**src/rtl/game_timer_pkg.sv**
```systemverilog
// -----------------------------------------------------------------------------
// game_timer_pkg
// Shared types and default durations for the game timer controller and the
// blocks that talk to it.
//   phase_t      : game phase shown on the display
//   DEF_*        : default parameter values for game_timer_ctrl
//   is_timed()   : true for phases that own a running countdown
// -----------------------------------------------------------------------------
package game_timer_pkg;

    typedef enum logic [2:0] {
        IDLE  = 3'd0,
        INTRO = 3'd1,
        ROUND = 3'd2,
        PAUSE = 3'd3,
        END   = 3'd4
    } phase_t;

    localparam int DEF_WIDTH    = 32;
    localparam int DEF_T_INTRO  = 50;
    localparam int DEF_T_ROUND  = 500;
    localparam int DEF_T_PAUSE  = 100;
    localparam int DEF_N_ROUNDS = 3;

    // Phases that launch the timer on entry and leave on its expiry.
    function automatic logic is_timed(input phase_t p);
        return (p == INTRO) || (p == ROUND) || (p == PAUSE);
    endfunction

endpackage

```
**src/rtl/game_timer_ctrl_if.sv**
```systemverilog
// -----------------------------------------------------------------------------
// game_timer_ctrl_if
// Start/value/running link between the phase controller and the countdown
// timer.
//   timer_start   : one-cycle pulse, load timer_value and run
//   timer_value   : countdown length for the phase being launched
//   timer_running : high while the timer is counting
// Modports:
//   master : controller side (drives start/value, observes running)
//   slave  : timer side
// -----------------------------------------------------------------------------
interface game_timer_ctrl_if
    import game_timer_pkg::*;
#(
    parameter int width = DEF_WIDTH
) ();

    logic             timer_start;
    logic [width-1:0] timer_value;
    logic             timer_running;

    modport master (
        output timer_start,
        output timer_value,
        input  timer_running
    );

    modport slave (
        input  timer_start,
        input  timer_value,
        output timer_running
    );

endinterface

```
**src/rtl/game_timer_ctrl.sv**
```systemverilog
// -----------------------------------------------------------------------------
// game_timer_ctrl
// Phase sequencer for one game: IDLE -> INTRO -> N_ROUNDS x (ROUND, PAUSE)
// -> END. Each timed phase loads and launches the external countdown timer on
// entry and leaves one edge after the timer reports it has stopped.
//
// Ports
//   clk           : clock
//   reset_n       : asynchronous active-low reset
//   game_start    : pulse, start a game (honoured in IDLE and END)
//   abort         : pulse, abandon the game and return to IDLE
//   collision     : pulse, ends the current ROUND early
//   tmr           : timer link (master side): timer_start, timer_value,
//                   timer_running
//   phase         : current phase
//   round_idx     : rounds completed in this game, 0..N_ROUNDS
//   phase_done    : one-cycle pulse when a timed phase (INTRO/ROUND/PAUSE)
//                   ends normally; abort never pulses it
//   game_over     : high while phase == END
//
// All outputs are registered. The cycle after every launch is an ARM cycle in
// which timer_running is ignored, because the timer only picks up the start
// pulse on that cycle's closing edge. Abort leaves round_idx and timer_value
// untouched; the next game start clears round_idx and reloads the timer.
// -----------------------------------------------------------------------------
module game_timer_ctrl
    import game_timer_pkg::*;
#(
    parameter int width    = DEF_WIDTH,
    parameter int T_INTRO  = DEF_T_INTRO,
    parameter int T_ROUND  = DEF_T_ROUND,
    parameter int T_PAUSE  = DEF_T_PAUSE,
    parameter int N_ROUNDS = DEF_N_ROUNDS
) (
    input  logic                              clk,
    input  logic                              reset_n,
    input  logic                              game_start,
    input  logic                              abort,
    input  logic                              collision,
    game_timer_ctrl_if.master                 tmr,
    output phase_t                            phase,
    output logic [$clog2(N_ROUNDS + 1)-1:0]   round_idx,
    output logic                              phase_done,
    output logic                              game_over
);

    localparam int               RW         = $clog2(N_ROUNDS + 1);
    localparam logic [RW-1:0]    LAST_ROUND = RW'(N_ROUNDS);
    localparam logic [width-1:0] V_INTRO    = width'(T_INTRO);
    localparam logic [width-1:0] V_ROUND    = width'(T_ROUND);
    localparam logic [width-1:0] V_PAUSE    = width'(T_PAUSE);

    phase_t           phase_q, phase_n;
    logic             arm_q, arm_n;
    logic             start_q, start_n;
    logic [width-1:0] value_q, value_n;
    logic [RW-1:0]    round_q, round_n;
    logic             done_q, done_n;
    logic             over_q, over_n;
    logic             expired;

    // -------------------------------------------------------------------------
    // State and output registers
    // -------------------------------------------------------------------------
    // NOTE: non-blocking assignments here so every register samples the
    // pre-edge values computed by the combinational block, regardless of
    // statement order.
    always_ff @(posedge clk or negedge reset_n) begin
        if (!reset_n) begin
            phase_q <= IDLE;
            arm_q   <= 1'b0;
            start_q <= 1'b0;
            value_q <= '0;
            round_q <= '0;
            done_q  <= 1'b0;
            over_q  <= 1'b0;
        end else begin
            phase_q <= phase_n;
            arm_q   <= arm_n;
            start_q <= start_n;
            value_q <= value_n;
            round_q <= round_n;
            done_q  <= done_n;
            over_q  <= over_n;
        end
    end

    // -------------------------------------------------------------------------
    // Next-state and next-output logic
    // Priority: abort > collision > expiry > game_start. Collision and expiry
    // only matter in timed phases and game_start only in IDLE/END, so beyond
    // abort the branches are mutually exclusive in practice.
    // -------------------------------------------------------------------------
    always_comb begin
        // NOTE: every variable gets a default before any branch, so no path
        // leaves one unassigned and no latch is inferred.
        phase_n = phase_q;
        arm_n   = 1'b0;
        start_n = 1'b0;
        value_n = value_q;
        round_n = round_q;
        done_n  = 1'b0;

        expired = is_timed(phase_q) && !arm_q && !tmr.timer_running;

        if (abort) begin
            // Timer is left running; the next launch reloads it.
            phase_n = IDLE;
        end else if (phase_q == ROUND && (collision || expired)) begin
            // Collision and expiry together still make one transition.
            phase_n = PAUSE;
            start_n = 1'b1;
            arm_n   = 1'b1;
            value_n = V_PAUSE;
            done_n  = 1'b1;
            if (round_q < LAST_ROUND) begin
                round_n = round_q + 1'b1;
            end
        end else if (expired) begin
            done_n = 1'b1;
            case (phase_q)
                INTRO: begin
                    phase_n = ROUND;
                    start_n = 1'b1;
                    arm_n   = 1'b1;
                    value_n = V_ROUND;
                end
                PAUSE: begin
                    if (round_q < LAST_ROUND) begin
                        phase_n = ROUND;
                        start_n = 1'b1;
                        arm_n   = 1'b1;
                        value_n = V_ROUND;
                    end else begin
                        phase_n = END;
                    end
                end
                default: begin
                end
            endcase
        end else if (game_start && (phase_q == IDLE || phase_q == END)) begin
            phase_n = INTRO;
            start_n = 1'b1;
            arm_n   = 1'b1;
            value_n = V_INTRO;
            round_n = '0;
        end

        over_n = (phase_n == END);
    end

    assign tmr.timer_start = start_q;
    assign tmr.timer_value = value_q;
    assign phase           = phase_q;
    assign round_idx       = round_q;
    assign phase_done      = done_q;
    assign game_over       = over_q;

endmodule
```
**src/flat_wrapper.sv**
```systemverilog
// flat-port wrapper written by rule: the top's interface ports become plain ports
module game_timer_ctrl_flat import game_timer_pkg::*;
#(
    parameter int width    = DEF_WIDTH,
    parameter int T_INTRO  = DEF_T_INTRO,
    parameter int T_ROUND  = DEF_T_ROUND,
    parameter int T_PAUSE  = DEF_T_PAUSE,
    parameter int N_ROUNDS = DEF_N_ROUNDS
)
  (clk, reset_n, game_start, abort, collision, phase, round_idx, phase_done, game_over, tmr_timer_start, tmr_timer_value, tmr_timer_running);
  game_timer_ctrl_if #(.width(width)) tmr_i ();
  input  logic clk;
  input  logic reset_n;
  input  logic game_start;
  input  logic abort;
  input  logic collision;
  output phase_t phase;
  output logic [$clog2(N_ROUNDS + 1)-1:0] round_idx;
  output logic phase_done;
  output logic game_over;
  output wire logic [$bits(tmr_i.timer_start)-1:0] tmr_timer_start;
  output wire logic [$bits(tmr_i.timer_value)-1:0] tmr_timer_value;
  input wire logic [$bits(tmr_i.timer_running)-1:0] tmr_timer_running;
  assign tmr_timer_start = tmr_i.timer_start;
  assign tmr_timer_value = tmr_i.timer_value;
  assign tmr_i.timer_running = tmr_timer_running;
  game_timer_ctrl #(.width(width), .T_INTRO(T_INTRO), .T_ROUND(T_ROUND), .T_PAUSE(T_PAUSE), .N_ROUNDS(N_ROUNDS)) u_core (.clk(clk), .reset_n(reset_n), .game_start(game_start), .abort(abort), .collision(collision), .tmr(tmr_i), .phase(phase), .round_idx(round_idx), .phase_done(phase_done), .game_over(game_over));
endmodule
```
**config.mk**
```make
export PLATFORM = sky130hd
export DESIGN_NAME = game_timer_ctrl_flat
export DESIGN_NICKNAME = d
export VERILOG_FILES = /design/src/rtl/game_timer_pkg.sv /design/src/rtl/game_timer_ctrl_if.sv /design/src/rtl/game_timer_ctrl.sv /design/src/flat_wrapper.sv
export SDC_FILE = /design/constraint.sdc
export NUM_CORES = 1
export LEC_CHECK = 0
export ABC_CLOCK_PERIOD_IN_PS = 2360
export CAP_MARGIN = 25
export CORE_MARGIN = 5
export CORE_UTILIZATION = 41
export DETAILED_ROUTE_END_ITERATION = 6
export GPL_TIMING_DRIVEN = 0
export PLACE_DENSITY = 0.85
export SLEW_MARGIN = 25
export SYNTH_ARGS = -nofsm -noshare
export SYNTH_HDL_FRONTEND = slang
export SYNTH_SLANG_ARGS = --single-unit
```
**constraint.sdc**
```tcl
create_clock -name clk -period 2.36 [get_ports clk]
set_clock_uncertainty 0.15 [all_clocks]
set_input_delay 0.472 -clock clk [delete_from_list [all_inputs] [get_ports clk]]
set_output_delay 0.472 -clock clk [all_outputs]
set_load 0.03 [all_outputs]
```
* Word level (Yosys, flattened, before mapping)
Cells that the tools add are included.
** Storage, ports and cells
- Bits in registers :: 40
- Input port bits :: 6
- Logic and storage cells :: 57
** Cells by class
- Bitwise logic cells :: 1
- Magnitude comparators :: 1
- Eq/ne operators :: 9
- Reduce and logical (&&, ||, !) cells :: 15
- Add/sub/neg operators :: 1
- Multiplexer cells :: 24
** Operators by type and width (count)
- 32-bit 2-to-1 mux :: 4
- 32-bit one-hot mux with 2 select lines :: 1
- 3-bit 2-to-1 mux :: 5
- 1-bit 2-to-1 mux :: 8
- 2-bit 2-to-1 mux :: 4
- 4-bit != test (second input constant) :: 2
- 4-bit AND reduction :: 2
- 3-bit by 2-bit equality test with 1-bit output (second input constant) :: 2
- 3-bit equality test (second input constant) :: 2
- 3-bit one-hot mux with 2 select lines :: 1
- 1-bit logical AND :: 4
- 1-bit logical OR :: 4
- 2-bit != test (second input constant) :: 2
- 3-bit by 1-bit equality test with 1-bit output (second input constant) :: 1
- 3-bit logical NOT :: 1
- 3-bit nonzero test :: 1
- 2-bit by 1-bit adder with 2-bit output (second input constant) :: 1
- 1-bit logical NOT :: 2
- 2-bit < comparator (second input constant) :: 1
- 1-bit one-hot mux with 2 select lines :: 1
- 2-bit nonzero test :: 1
- 1-bit NOT :: 1

* Depth between registers and ports, before layout
- Word-level depth :: 10
- Gate-level depth with buffers :: 4
- Gate-level depth less buffers :: 4

* Worst setup path after synthesis
No wires, ideal clock.
- Path kind :: register -> register
- Start :: register u_core.phase_q[1] (netlist: u_core.phase[1])
- End :: register u_core.value_q[1] (netlist: u_core.tmr.timer_value[1])
- Path buffers :: 0
- Setup time :: 0.120 ns
- Cell stages (with the launch flop) :: 4
- Period minus slack after synthesis :: 1.715 ns
- Path slack :: 0.645 ns
- Data arrival time :: 1.445 ns
- Data required time :: 2.090 ns
- Cell sequence :: dfrtp_1 or3b_4 or2_4 a31o_1
** Between the ends
- Longest elaborated chain between the ends :: 9
** Ends and longest elaborated chain
- from (decl) :: RTL line game_timer_ctrl.sv:53 : phase_t phase_q, phase_n;
- from (signal assigned) :: RTL line game_timer_ctrl.sv:78 : phase_q <= phase_n;
- 3-bit by 1-bit equality test with 1-bit output or 3-bit by 2-bit equality test with 1-bit output (tied branches) :: RTL line game_timer_pkg.sv:27, game_timer_ctrl.sv:121, game_timer_ctrl.sv:109
- 1-bit logical OR (2 in series) :: RTL line game_timer_pkg.sv:27 : return (p == INTRO) || (p == ROUND) || (p == PAUSE);
- 1-bit logical AND (2 in series) :: RTL line game_timer_ctrl.sv:104 : expired = is_timed(phase_q) && !arm_q && !tmr.timer_running;
- 1-bit logical OR :: RTL line game_timer_ctrl.sv:109 : end else if (phase_q == ROUND && (collision || expired)) begin
- 1-bit logical AND :: RTL line game_timer_ctrl.sv:109
- 4-bit != test (no source line) or 3-bit nonzero test (tied branches)
- 4-bit AND reduction (no source line)
- to (signal assigned) :: RTL line game_timer_ctrl.sv:81 : value_q <= value_n;
- to (decl) :: RTL line game_timer_ctrl.sv:56 : logic [width-1:0] value_q, value_n;
Parallel ways exist; a longest one is shown, timed or not.
A chain may end at the register's enable or synchronous reset.

* Final worst setup path
- Start :: register u_core.phase_q[2] (netlist: u_core.phase[2])
- End :: output phase[2]
** RTL lines
- to (decl) :: RTL line flat_wrapper.sv:17 : output phase_t phase;
No word-level cell between the ends.

==> flow_summary_export.csv <==
group,metric,value,unit
run_status,status,"finished, final reports clean",
synth,synthTopCellsByCount,"buf_4, dfrtp_1, nand2_1",
synth,post_synth.cell_area_avg,9.256,um2
cells_and_area,nets,149,
timing,min_period,2.141,ns
synth,synthTopCellsByArea,"dfrtp_1, buf_4, nand2_1",
cells_and_area,multi_input_area,396.6,um2
floorplanning,coreArea,1982,um2
placement,place_inst,164,
drt,drtIter0Drc,10,
clock_tree,clk_pin_slew,0.08,ns
synth,synth.distinct_cells,29,
clock_tree,cts_made_buffers,3,
cells_and_area,fillers,170,
worst_hold_path,hp-class,"reg -> reg",
synth,ys.warnings.count,0,
setup_path,worstPathRequired,1.74,ns
timing,slew_headroom,61.91,%
clock_tree,postCtsSetupBuffers,0,
setup_path,cp_num_buf_inv,1,
timing,final_hold_viol_count,0,
floorplanning,die_area,3116,um2
global_route,antenna_found_initial,0,
global_route,grt.total_usage,13.01,%
timing,period_share,90.71,%
drt,wl_per_cell,11.72,um
cells_and_area,drive_gt1_share,24.11,%
placement,gp_congestion,0.8064,
clock_tree,cts_hold_buf,0,
synth,yosysTopAreaCell,"dfrtp_1",
placement,portBuffers,20,
cells_and_area,ff_latch_area,325.3,um2
setup_path,cp_slowest_stage_delay,0.73,ns
global_route,grt_pass1_wl,3.277,mm
synth,synthCells,93,
cells_and_area,antenna_cells,0,
timing,slew_violations,0,
power_and_ir_drop,vdd_ir_drop_max,422.9,uV
synth,synthArstFlopShare,100.0,%
floorplanning,start_util,43.43,%
drt,drc,0,
drt,drtPass1Iterations,5,
synth,synth-edff-count,0,
floorplanning,fp-row-count,16,
clock_tree,htree_levels,1,
setup_path,path_cells,"clkdlybuf4s50_1",
synth,yosysMostFrequentCell,"buf_4",
synth,ys_ff_latch,13,
setup_path,crit_type,"reg -> out",
global_route,grt_remaining_overflow,0,
setup_path,crit_path_end_kind,"output pin",
floorplanning,fp.dieW,55.82,um
setup_path,start_kind,"register",
power_and_ir_drop,cellPowerDensity,798.0,nW/um2
clock_tree,cts_resized,0,
clock_tree,worstSkewPairLatency,0.27,ns
timing,rsz0062_at_grt,"false",
floorplanning,num_io_pins,46,
timing,setup_viol,0,
setup_path,crit_slowest_cell,"clkdlybuf4s50_1",
setup_path,arrival,1.52,ns
synth,syn_area,860.8,um2
drt,vias,746,
cells_and_area,design_area,1211,um2
placement,dpl_cell_area,1185,um2
power_and_ir_drop,p_leak,0.6011,nW
clock_tree,cts_buffer_depth,2,
drt,wl,1.969,mm
floorplanning,die_h,55.82,um
clock_tree,clockRootBuffer,"clkbuf_4",
setup_path,cp_max_fo,7,
run,maxCapViolations,0,
global_route,grt_max_degree,14,
drt,antenna_left,0,
timing,tns,0,ns
timing,fmax,467.1,MHz
cells_and_area,stdcell_count,168,
timing,tightest_slew,0.5695,ns
placement,dp_hpwl,1.579,mm
clock_tree,clock-sinks,13,
synth,synthFlopType,"dfrtp_1",
setup_path,critical_path.top_delay_family,"buffers and inverters",
clock_tree,cts_tree,"yes",
global_route,first_global_vias,725,
drt,via_per_inst,4.440,
cells_and_area,area_growth,40.70,%
synth,synth_top_area_share,37.79,%
synth,synth_seq_area_share,37.79,%
[layer usage]
| metal | up-vias | wire, um | track usage (%) |
|---|---|---|---|
| met3 | 0 | 199 | 5.336 |
| met4 | 0 | 0 | 4.068 |
| li1 | 367 | - | - |
| met1 | 345 | 742 | 13.68 |
| met5 | - | 0 | 0 |
| met2 | 34 | 1028 | 23.48 |
[worst paths after layout]
kind	start	to	slack, ns	cells after the start
setup / recovery	u_core.phase[2]$_DFF_PN0_	phase[2]	0.22	1
hold / removal	u_core.tmr.timer_value[1]$_DFFE_PN0P_	u_core.tmr.timer_value[1]$_DFFE_PN0P_	0.39	1
setup reg to reg	u_core.phase[0]$_DFF_PN0_	u_core.round_idx[1]$_DFFE_PN0P_	0.66	3
hold reg to reg	u_core.tmr.timer_value[1]$_DFFE_PN0P_	u_core.tmr.timer_value[1]$_DFFE_PN0P_	0.39	1
max in group asynchronous	reset_n	u_core.round_idx[0]$_DFFE_PN0P_	1.28	1
min in group asynchronous	reset_n	u_core.phase[0]$_DFF_PN0_	0.41	1
[state kept, by name, indices dropped and copies added (netlist names)]
name	cells
u_core.tmr.timer_value	5
u_core.phase	3
u_core.round_idx	2
u_core.arm_q	1
u_core.game_over	1
u_core.phase_done	1
[cells in the final DEF, fill, tap and decap left out, drive strengths merged, types with 2 or more instances in the layout]
cell type / count
dfrtp: 13
or3b: 2
buf: 27
clkbuf: 5
conb: 25
a21oi: 5
o221ai: 2
nand2: 7
clkdlybuf4s50: 20
inv: 6
o211ai: 2
mux2i: 2
o21ai: 3
nor2: 5
nor3: 4
[metrics by stage]
stage / worst slack, ns / total power [mW] / hold WS [ns] / utilization, %
final: 0.2193 / 0.9665 / 0.3945 / 61.11
after detailed placement: 0.2347 / 0.8343 / 0.3762 / 59.79
after global routing: 0.1809 / 1.025 / 0.4301 / 61.11
after CTS: 0.2247 / 0.9692 / 0.3979 / 61.11
after floorplan: 0.6452 / 0.6625 / 0.02641 / -
after global placement: 0.2856 / 0.8153 / 0.3702 / 59.79
[power breakdown]
| group | total, mW | internal (mW) | switching [mW] |
|---|---|---|---|
| sequential | 0.328 | 0.272 | 0.0566 |
| clock | 0.137 | 0.0654 | 0.0713 |
| combinational | 0.501 | 0.212 | 0.289 |
| total | 0.967 | 0.549 | 0.417 |
[layout make-up]
| type | count | share of cell area [%] |
|---|---|---|
| clock buffers | 4 | 2.169 |
| well taps | 27 | 2.789 |
| repair buffers | 20 | 16.53 |
| multi-input cells | 70 | 32.75 |
| flip-flops and latches | 13 | 26.86 |
| inverters | 6 | 1.860 |
| plain buffers | 28 | 17.05 |
[kinds of logic (layout without fill, tap and decap cells)]
kind of cell / Yosys count / count (layout) / share of synthesized area, %
buf+inv: 34 / 58 / 26.60
compound gates: 21 / 21 / 17.01
simple gates: 21 / 21 / 14.39
flops: 13 / 13 / 37.79
mux: 2 / 2 / 2.326
fa+ha+maj: 1 / 1 / 1.453
other cells: 1 / 25 / 0.4356
Note: power is estimated with default switching activity, not from simulation.
